`config.mk`:
```
export PLATFORM = sky130hd
export DESIGN_NAME = aes_uart_stream_flat
export DESIGN_NICKNAME = d
export VERILOG_FILES = /design/src/rtl/aes_uart_pkg.sv /design/src/rtl/aes_uart_stream_if.sv /design/src/rtl/aes_uart_byte_shreg.sv /design/src/rtl/aes_uart_stream.sv /design/src/flat_wrapper.sv
export SDC_FILE = /design/constraint.sdc
export NUM_CORES = 1
export LEC_CHECK = 0
export ABC_AREA = 0
export BUFFER_PORTS_ARGS = -buffer_cell sky130_fd_sc_hd__buf_2
export CAP_MARGIN = 10
export CELL_PAD_IN_SITES_DETAIL_PLACEMENT = 1
export CELL_PAD_IN_SITES_GLOBAL_PLACEMENT = 1
export CORE_MARGIN = 5
export CORE_UTILIZATION = 45
export CTS_BUF_LIST = sky130_fd_sc_hd__clkbuf_8
export DETAILED_ROUTE_END_ITERATION = 12
export GPL_TIMING_DRIVEN = 0
export PLACE_DENSITY = 0.8
export SLEW_MARGIN = 20
export SYNTH_ARGS = -nofsm -noshare
export SYNTH_HDL_FRONTEND = slang
export SYNTH_SLANG_ARGS = --single-unit
```
`constraint.sdc`:
```
create_clock -name clock -period 22 [get_ports clock]
set_input_delay 2.2 -clock clock [delete_from_list [all_inputs] [get_ports clock]]
set_output_delay 2.2 -clock clock [all_outputs]
set_load 0.01 [all_outputs]
```
`src/rtl/aes_uart_pkg.sv`:
```
// aes_uart_pkg: shared states, status codes and header layout for the multi-block UART/AES bridge.
package aes_uart_pkg;

    typedef enum logic [2:0] {
        IDLE, HDR, RX_BYTE, AES_GO, AES_WAIT, TX_STATUS, TX_BYTE, TX_ACK
    } stateT;

    localparam logic [7:0] STATUS_OK      = 8'h00;
    localparam logic [7:0] STATUS_BADHDR  = 8'hE1;
    localparam logic [7:0] STATUS_TIMEOUT = 8'hEE;

    localparam int HDR_DEC_BIT  = 7;
    localparam int HDR_NBLK_LSB = 3;
    localparam int HDR_NBLK_W   = 4;
    localparam int HDR_KEY_LSB  = 0;
    localparam int HDR_KEY_W    = 3;

    // The header carries nblk-1, so nblk <= maxBlocks means the field is below maxBlocks.
    function automatic logic headerValid(input logic [7:0] hdr, input int maxBlocks);
        return (int'(hdr[HDR_NBLK_LSB +: HDR_NBLK_W]) < maxBlocks) &&
               (hdr[HDR_KEY_LSB +: HDR_KEY_W] <= 3'd2);
    endfunction

endpackage

```
`src/rtl/aes_uart_stream_if.sv`:
```
// aes_uart_stream_if: UART byte handshakes and AES core signals seen by the bridge.
interface aes_uart_stream_if #(parameter int BLOCK_BYTES = 16);
    logic                     rx_rdy;
    logic [7:0]               rx_data;
    logic                     rx_rdy_clr;
    logic                     tx_busy;
    logic                     tx_begin;
    logic [7:0]               tx_data;
    logic                     aes_reset;
    logic                     aes_dec;
    logic [2:0]               aes_key_size;
    logic [8*BLOCK_BYTES-1:0] aes_din;
    logic                     aes_done;
    logic [8*BLOCK_BYTES-1:0] aes_dout;

    modport master (
        input  rx_rdy, rx_data, tx_busy, aes_done, aes_dout,
        output rx_rdy_clr, tx_begin, tx_data, aes_reset, aes_dec, aes_key_size, aes_din
    );

    modport slave (
        output rx_rdy, rx_data, tx_busy, aes_done, aes_dout,
        input  rx_rdy_clr, tx_begin, tx_data, aes_reset, aes_dec, aes_key_size, aes_din
    );
endinterface

```
`src/rtl/aes_uart_byte_shreg.sv`:
```
// aes_uart_byte_shreg: parallel-load register that presents its MS byte and shifts one byte per request.
module aes_uart_byte_shreg #(
    parameter int BYTES = 16
) (
    input  logic               clock,
    input  logic               reset,
    input  logic               load,
    input  logic               shift,
    input  logic [8*BYTES-1:0] loadData,
    output logic [7:0]         msByte
);
    logic [8*BYTES-1:0] data;

    always_ff @(posedge clock or posedge reset) begin
        if (reset) data <= '0;
        else if (load) data <= loadData;
        else if (shift) data <= data << 8;
    end

    assign msByte = data[8*BYTES-1 -: 8];
endmodule

```
`src/rtl/aes_uart_stream.sv`:
```
// aes_uart_stream: frames header + 1..MAX_BLOCKS blocks from the UART through the AES core
// and streams a status byte plus every result block back.
module aes_uart_stream
    import aes_uart_pkg::*;
#(
    parameter int MAX_BLOCKS     = 4,
    parameter int BLOCK_BYTES    = 16,
    parameter int TIMEOUT_CYCLES = 1000000
) (
    input  logic                clock,
    input  logic                reset,
    aes_uart_stream_if.master   bus,
    output logic                busy,
    output logic                err_timeout
);
    localparam int IW = BLOCK_BYTES > 1 ? $clog2(BLOCK_BYTES) : 1;
    localparam logic [IW-1:0] LAST_BYTE = IW'(BLOCK_BYTES - 1);
    localparam logic [31:0]   TO_LAST   = 32'(TIMEOUT_CYCLES - 1);

    stateT state, nextState;
    logic [7:0] hdrByte, statusByte, txData, msByte;
    logic [IW-1:0] byteIdx;
    logic [3:0] blkIdx, nblkM1;
    logic [31:0] toCnt;
    logic [2:0] aesKey;
    logic [8*BLOCK_BYTES-1:0] aesDin;
    logic rxArm, rxRdyClr, txBegin, aesDec, errTimeout, statusPending, abortFrame, doneArmed;
    logic capture, timeoutHit, lastByte, lastBlock, resultLoad, txFire, txAck, hdrOk;

    // A byte is taken only once: rxArm re-arms after rx_rdy has been seen low.
    assign capture    = bus.rx_rdy && rxArm && (state == IDLE || state == RX_BYTE);
    assign timeoutHit = state == RX_BYTE && !capture && toCnt == TO_LAST;
    assign lastByte   = byteIdx == LAST_BYTE;
    assign lastBlock  = blkIdx == nblkM1;
    assign resultLoad = state == AES_WAIT && bus.aes_done && doneArmed;
    assign txFire     = state == TX_BYTE && !bus.tx_busy;
    assign txAck      = state == TX_ACK && bus.tx_busy;
    assign hdrOk      = headerValid(hdrByte, MAX_BLOCKS);

    always_ff @(posedge clock or posedge reset) begin
        if (reset) state <= IDLE;
        else state <= nextState;
    end

    always_comb begin
        nextState = state;
        case (state)
            IDLE:      nextState = capture ? HDR : IDLE;
            HDR:       nextState = hdrOk ? RX_BYTE : TX_STATUS;
            RX_BYTE:   nextState = capture && lastByte ? AES_GO : timeoutHit ? TX_STATUS : RX_BYTE;
            AES_GO:    nextState = AES_WAIT;
            AES_WAIT:  nextState = resultLoad ? TX_STATUS : AES_WAIT;
            TX_STATUS: nextState = TX_BYTE;
            TX_BYTE:   nextState = txFire ? TX_ACK : TX_BYTE;
            TX_ACK:    nextState = !txAck ? TX_ACK :
                                   statusPending ? (abortFrame ? IDLE : TX_STATUS) :
                                   !lastByte ? TX_STATUS : lastBlock ? IDLE : RX_BYTE;
            default:   nextState = IDLE;
        endcase
    end

    always_ff @(posedge clock or posedge reset) begin
        if (reset) begin
            rxArm         <= 1'b1;
            rxRdyClr      <= 1'b0;
            txBegin       <= 1'b0;
            txData        <= '0;
            toCnt         <= '0;
            hdrByte       <= '0;
            statusByte    <= STATUS_OK;
            statusPending <= 1'b0;
            abortFrame    <= 1'b0;
            doneArmed     <= 1'b0;
            byteIdx       <= '0;
            blkIdx        <= '0;
            nblkM1        <= '0;
            aesDec        <= 1'b0;
            aesKey        <= '0;
            aesDin        <= '0;
            errTimeout    <= 1'b0;
        end else begin
            rxArm    <= !bus.rx_rdy || (rxArm && !capture);
            rxRdyClr <= capture;
            txBegin  <= txFire;
            toCnt    <= state == RX_BYTE && !capture ? toCnt + 32'd1 : '0;
            if (txFire) txData <= statusPending ? statusByte : msByte;
            if (state == IDLE && capture) hdrByte <= bus.rx_data;
            // A done level left over from the previous block must drop before a result is trusted.
            if (state == AES_GO) doneArmed <= 1'b0;
            if (state == AES_WAIT && !bus.aes_done) doneArmed <= 1'b1;
            if (state == HDR) begin
                byteIdx       <= '0;
                blkIdx        <= '0;
                statusPending <= 1'b1;
                abortFrame    <= !hdrOk;
                statusByte    <= hdrOk ? STATUS_OK : STATUS_BADHDR;
                if (hdrOk) begin
                    aesDec     <= hdrByte[HDR_DEC_BIT];
                    aesKey     <= hdrByte[HDR_KEY_LSB +: HDR_KEY_W];
                    nblkM1     <= hdrByte[HDR_NBLK_LSB +: HDR_NBLK_W];
                    errTimeout <= 1'b0;
                end
            end
            if (state == RX_BYTE && capture) begin
                aesDin[8*(BLOCK_BYTES-1-int'(byteIdx)) +: 8] <= bus.rx_data;
                byteIdx <= lastByte ? '0 : byteIdx + IW'(1);
            end else if (timeoutHit) begin
                errTimeout    <= 1'b1;
                statusByte    <= STATUS_TIMEOUT;
                statusPending <= 1'b1;
                abortFrame    <= 1'b1;
                aesDin        <= '0;
                byteIdx       <= '0;
            end
            if (txAck) begin
                statusPending <= 1'b0;
                if (!statusPending) begin
                    byteIdx <= lastByte ? '0 : byteIdx + IW'(1);
                    if (lastByte && !lastBlock) blkIdx <= blkIdx + 4'd1;
                end
            end
        end
    end

    aes_uart_byte_shreg #(.BYTES(BLOCK_BYTES)) txShreg (
        .clock    (clock),
        .reset    (reset),
        .load     (resultLoad),
        .shift    (txAck && !statusPending),
        .loadData (bus.aes_dout),
        .msByte   (msByte)
    );

    assign busy             = state != IDLE;
    assign err_timeout      = errTimeout;
    assign bus.rx_rdy_clr   = rxRdyClr;
    assign bus.tx_begin     = txBegin;
    assign bus.tx_data      = txData;
    assign bus.aes_reset    = state != AES_GO;
    assign bus.aes_dec      = aesDec;
    assign bus.aes_key_size = aesKey;
    assign bus.aes_din      = aesDin;
endmodule
```
`src/flat_wrapper.sv`:
```
// flat-port wrapper written by rule: the top's interface ports become plain ports
module aes_uart_stream_flat import aes_uart_pkg::*;
#(
    parameter int MAX_BLOCKS     = 4,
    parameter int BLOCK_BYTES    = 16,
    parameter int TIMEOUT_CYCLES = 1000000
)
  (clock, reset, busy, err_timeout, bus_rx_rdy, bus_rx_data, bus_tx_busy, bus_aes_done, bus_aes_dout, bus_rx_rdy_clr, bus_tx_begin, bus_tx_data, bus_aes_reset, bus_aes_dec, bus_aes_key_size, bus_aes_din);
  aes_uart_stream_if #(.BLOCK_BYTES(BLOCK_BYTES)) bus_i ();
  input  logic clock;
  input  logic reset;
  output logic busy;
  output logic err_timeout;
  input wire logic [$bits(bus_i.rx_rdy)-1:0] bus_rx_rdy;
  input wire logic [$bits(bus_i.rx_data)-1:0] bus_rx_data;
  input wire logic [$bits(bus_i.tx_busy)-1:0] bus_tx_busy;
  input wire logic [$bits(bus_i.aes_done)-1:0] bus_aes_done;
  input wire logic [$bits(bus_i.aes_dout)-1:0] bus_aes_dout;
  output wire logic [$bits(bus_i.rx_rdy_clr)-1:0] bus_rx_rdy_clr;
  output wire logic [$bits(bus_i.tx_begin)-1:0] bus_tx_begin;
  output wire logic [$bits(bus_i.tx_data)-1:0] bus_tx_data;
  output wire logic [$bits(bus_i.aes_reset)-1:0] bus_aes_reset;
  output wire logic [$bits(bus_i.aes_dec)-1:0] bus_aes_dec;
  output wire logic [$bits(bus_i.aes_key_size)-1:0] bus_aes_key_size;
  output wire logic [$bits(bus_i.aes_din)-1:0] bus_aes_din;
  assign bus_i.rx_rdy = bus_rx_rdy;
  assign bus_i.rx_data = bus_rx_data;
  assign bus_i.tx_busy = bus_tx_busy;
  assign bus_i.aes_done = bus_aes_done;
  assign bus_i.aes_dout = bus_aes_dout;
  assign bus_rx_rdy_clr = bus_i.rx_rdy_clr;
  assign bus_tx_begin = bus_i.tx_begin;
  assign bus_tx_data = bus_i.tx_data;
  assign bus_aes_reset = bus_i.aes_reset;
  assign bus_aes_dec = bus_i.aes_dec;
  assign bus_aes_key_size = bus_i.aes_key_size;
  assign bus_aes_din = bus_i.aes_din;
  aes_uart_stream #(.MAX_BLOCKS(MAX_BLOCKS), .BLOCK_BYTES(BLOCK_BYTES), .TIMEOUT_CYCLES(TIMEOUT_CYCLES)) u_core (.clock(clock), .reset(reset), .bus(bus_i), .busy(busy), .err_timeout(err_timeout));
endmodule
```
==> flow_summary.toml <==
[worst_setup_path]
crit_path_max_fanout = 10
worstPathRequired_ns = 22.46
start_kind = "input port"
r2r_cells = 8
crit_type = "input port to register"
r2r_start = "u_core.toCnt[0]"
crit_path_end_kind = "register"
cp.arrival_ns = 4.91
ff2ff_setup_slack_ns = 18.63
reg2reg_to = "u_core.bus.aes_din[68]"

[synthesis]
synth_cell_types = 53
yosysTopAreaCell = "dfrtp_1"
yosysSeqAreaShare = 0.5664
ys_seq_elements = 338
netlist_instances = 1442
yosys_warnings = 0
synth_nets = 1587
synth_top_area_share = 0.5647
syn_area_um2 = 14930
yosysMostFrequentCell = "dfrtp_1"
synth-async-reset-ratio = 1.000
yosys-top-cells-area = "dfrtp_1, mux2i_1, o21ai_0"
synth_edf_count = 0
syn_avg_cell_area_um2 = 10.36
synth_commonest_cells = "dfrtp_1, o21ai_0, nand2_1, mux2i_1, o22ai_1"
ys_dominant_reg_cell = "dfrtp_1"

[floorplanning]
rows = 66
ioPinCount = 286
die-area_um2 = 36930
fp.coreArea_um2 = 32620
die-width_um = 192.2
start_util = 0.4578
die_h_um = 192.2

[timing]
max-slew-margin-rel = 0.3277
fmax_ghz = 0.2243
setup_viol = 0
worstMarginPinSlew_ns = 1.003
fin_tns_setup_ns = 0
whs_ns = 0.4849
fin_crit_sh = 0.2026
hold_viol = 0
rsz0062_at_grt = "no"
period_needed_ns = 4.458
finClkSkew_ns = 0.03576
slew_viol_final = 0

[global_routing]
grt_pass1_wl_mm = 77.56
grt_overflow = 0
grt_usage = 0.2641
grt_antenna_before_repair = 1
grt_max_degree = 107
grt_pass1_vias = 14290
grt_use_met2 = 0.4451
grt_util_met3 = 0.04362
use_met1 = 0.3450
top_usage_layer = "met2"

[hold_path]
min_path_cells = 1
hp-class = "register to register"
hold_path_end = "u_core.nblkM1[1]"
hold_start = "u_core.hdrByte[4]"

[clock_tree]
cts_root_buf = "clkbuf_8"
clkSinkCount = 338
ctsResizeCount = 0
post-cts-setup-buffer-count = 0
cts_inserted_buffers = 57
htree_levels = 2
cts_hold_buf = 0
insertion_delay_ns = 0.62
cts_tree = "done"
clockBufferDepth = 3
path_clk_slew_ns = 0.06

[placed_design]
dp_hpwl_mm = 35.20
place.gp.congestion = 0.8453
portBuffers = 285

[detailed_routing]
drt_iter0_drc = 833
wl_mm = 48.96
drc = 0
wl_per_cell_um = 21.56
routed_via_density = 5.721
vias = 12992
antenna_left = 0
drtPass1Iterations = 5

[run]
drv_cap = 0

[layout]
final.fill_count = 3744
multi_input_area_um2 = 5964
seqCellArea_um2 = 8459
nNetsFinal = 1934
syn_to_final_growth_pct = 21.20
layout-drive-gt1-share = 0.2336

[power_and_ir_drop]
power_density_nw_per_um2 = 114.7
peakVddDrop_v = 0.00005817
power.leakage_nw = 8.244

[run_status]
status = "finished, final reports clean"
==> worst max-delay path, cell delays in order <==
cell	delay, ns
buf_2	0.13
nand2_1	0.33
nand4_1	0.50
nor3_2	0.96
buf_2	0.36
buf_2	0.31
o22ai_1	0.11
==> layer usage <==
metal | part of all wire | up-vias
met5 | 0 | -
met4 | 0.035 | 0
met3 | 0.057 | 110
met2 | 0.49 | 427
met1 | 0.41 | 6520
li1 | - | 5935
==> cell families after synthesis <==
family,count (synthesis),share of synthesized area
fa+ha+maj,4,0.003351
simple gates,352,0.1127
mux,153,0.1036
buf+inv,130,0.03494
compound gates,450,0.1702
xor+xnor,15,0.008797
flops,338,0.5664
==> metrics by stage <==
step	setup WS, ns	instance area [um2]	total power, mW	utilization	instances
after floorplan	10.44	14930	1.279	-	1442
after global placement	6.862	16910	1.493	0.5185	2169
after detailed placement	16.93	17020	1.539	0.5216	2172
after CTS	17.59	18100	2.088	0.5549	2270
after global routing	17.46	18100	2.205	0.5549	2271
final	17.54	18100	2.076	0.5549	2271
==> state kept, by name, summed over array words and instances, names as in the netlist <==
register                 flops
u_core.abortFrame            1
u_core.blkIdx                4
u_core.bus.aes_dec           1
u_core.bus.aes_din         128
u_core.bus.aes_key_size      3
u_core.bus.rx_rdy_clr        1
u_core.bus.tx_begin          1
u_core.bus.tx_data           8
u_core.byteIdx               4
u_core.doneArmed             1
u_core.err_timeout           1
u_core.hdrByte               8
u_core.nblkM1                4
u_core.rxArm                 1
u_core.state                 3
u_core.statusByte            8
u_core.statusPending         1
u_core.toCnt                32
u_core.txShreg.data        128
==> cells in the final DEF, fill, tap and decap left out, types with 5 or more instances in the layout <==
cell,count
inv_1,36
nand3_1,25
xnor2_1,11
or3_1,7
nor4_1,6
clkinv_2,8
clkbuf_1,75
and2_1,6
and3_1,11
o31ai_1,23
a22o_1,8
clkbuf_8,70
a21oi_1,28
nand4_1,11
buf_1,10
nand2_1,190
mux2i_1,140
nor2_1,33
dfrtp_1,337
buf_2,312
mux2_2,13
or4_1,16
o21ai_0,242
o22ai_1,121
o21ai_1,14
or2_2,9
nor3_1,5
==> power breakdown <==
group	internal, mW	total [mW]	leakage [nW]	switching, mW
combinational	0.222	0.611	3.15	0.389
clock	0.285	0.539	0.640	0.255
sequential	0.803	0.926	4.46	0.123
total	1.31	2.08	8.24	0.766
==> how the worst max path moves through the flow <==
stage | to | depth (start not counted) | slack [ns] | from
finish | u_core.bus.aes_din[68] | 7 | 17.54 | bus_rx_rdy
global route | u_core.bus.aes_din[64] | 7 | 17.46 | bus_rx_rdy
CTS | u_core.bus.aes_din[52] | 7 | 17.59 | bus_rx_rdy
detailed placement | u_core.bus.aes_din[52] | 7 | 16.93 | bus_rx_rdy
floorplan | u_core.abortFrame | 1 | 10.44 | reset
global placement | u_core.txShreg.data[1] | 2 | 6.86 | reset
==> area by class of cell <==
cell class | count | share of cell area
multi-input combinational | 974 | 0.3295
clock inverter | 28 | 0.006636
timing repair buffer | 288 | 0.08336
buffer | 112 | 0.02509
sequential | 338 | 0.4673
clock buffer | 70 | 0.05322
tap | 442 | 0.03055
antenna | 1 | 0.0001382
inverter | 18 | 0.004147
Note: power is estimated with default switching activity, not from simulation.
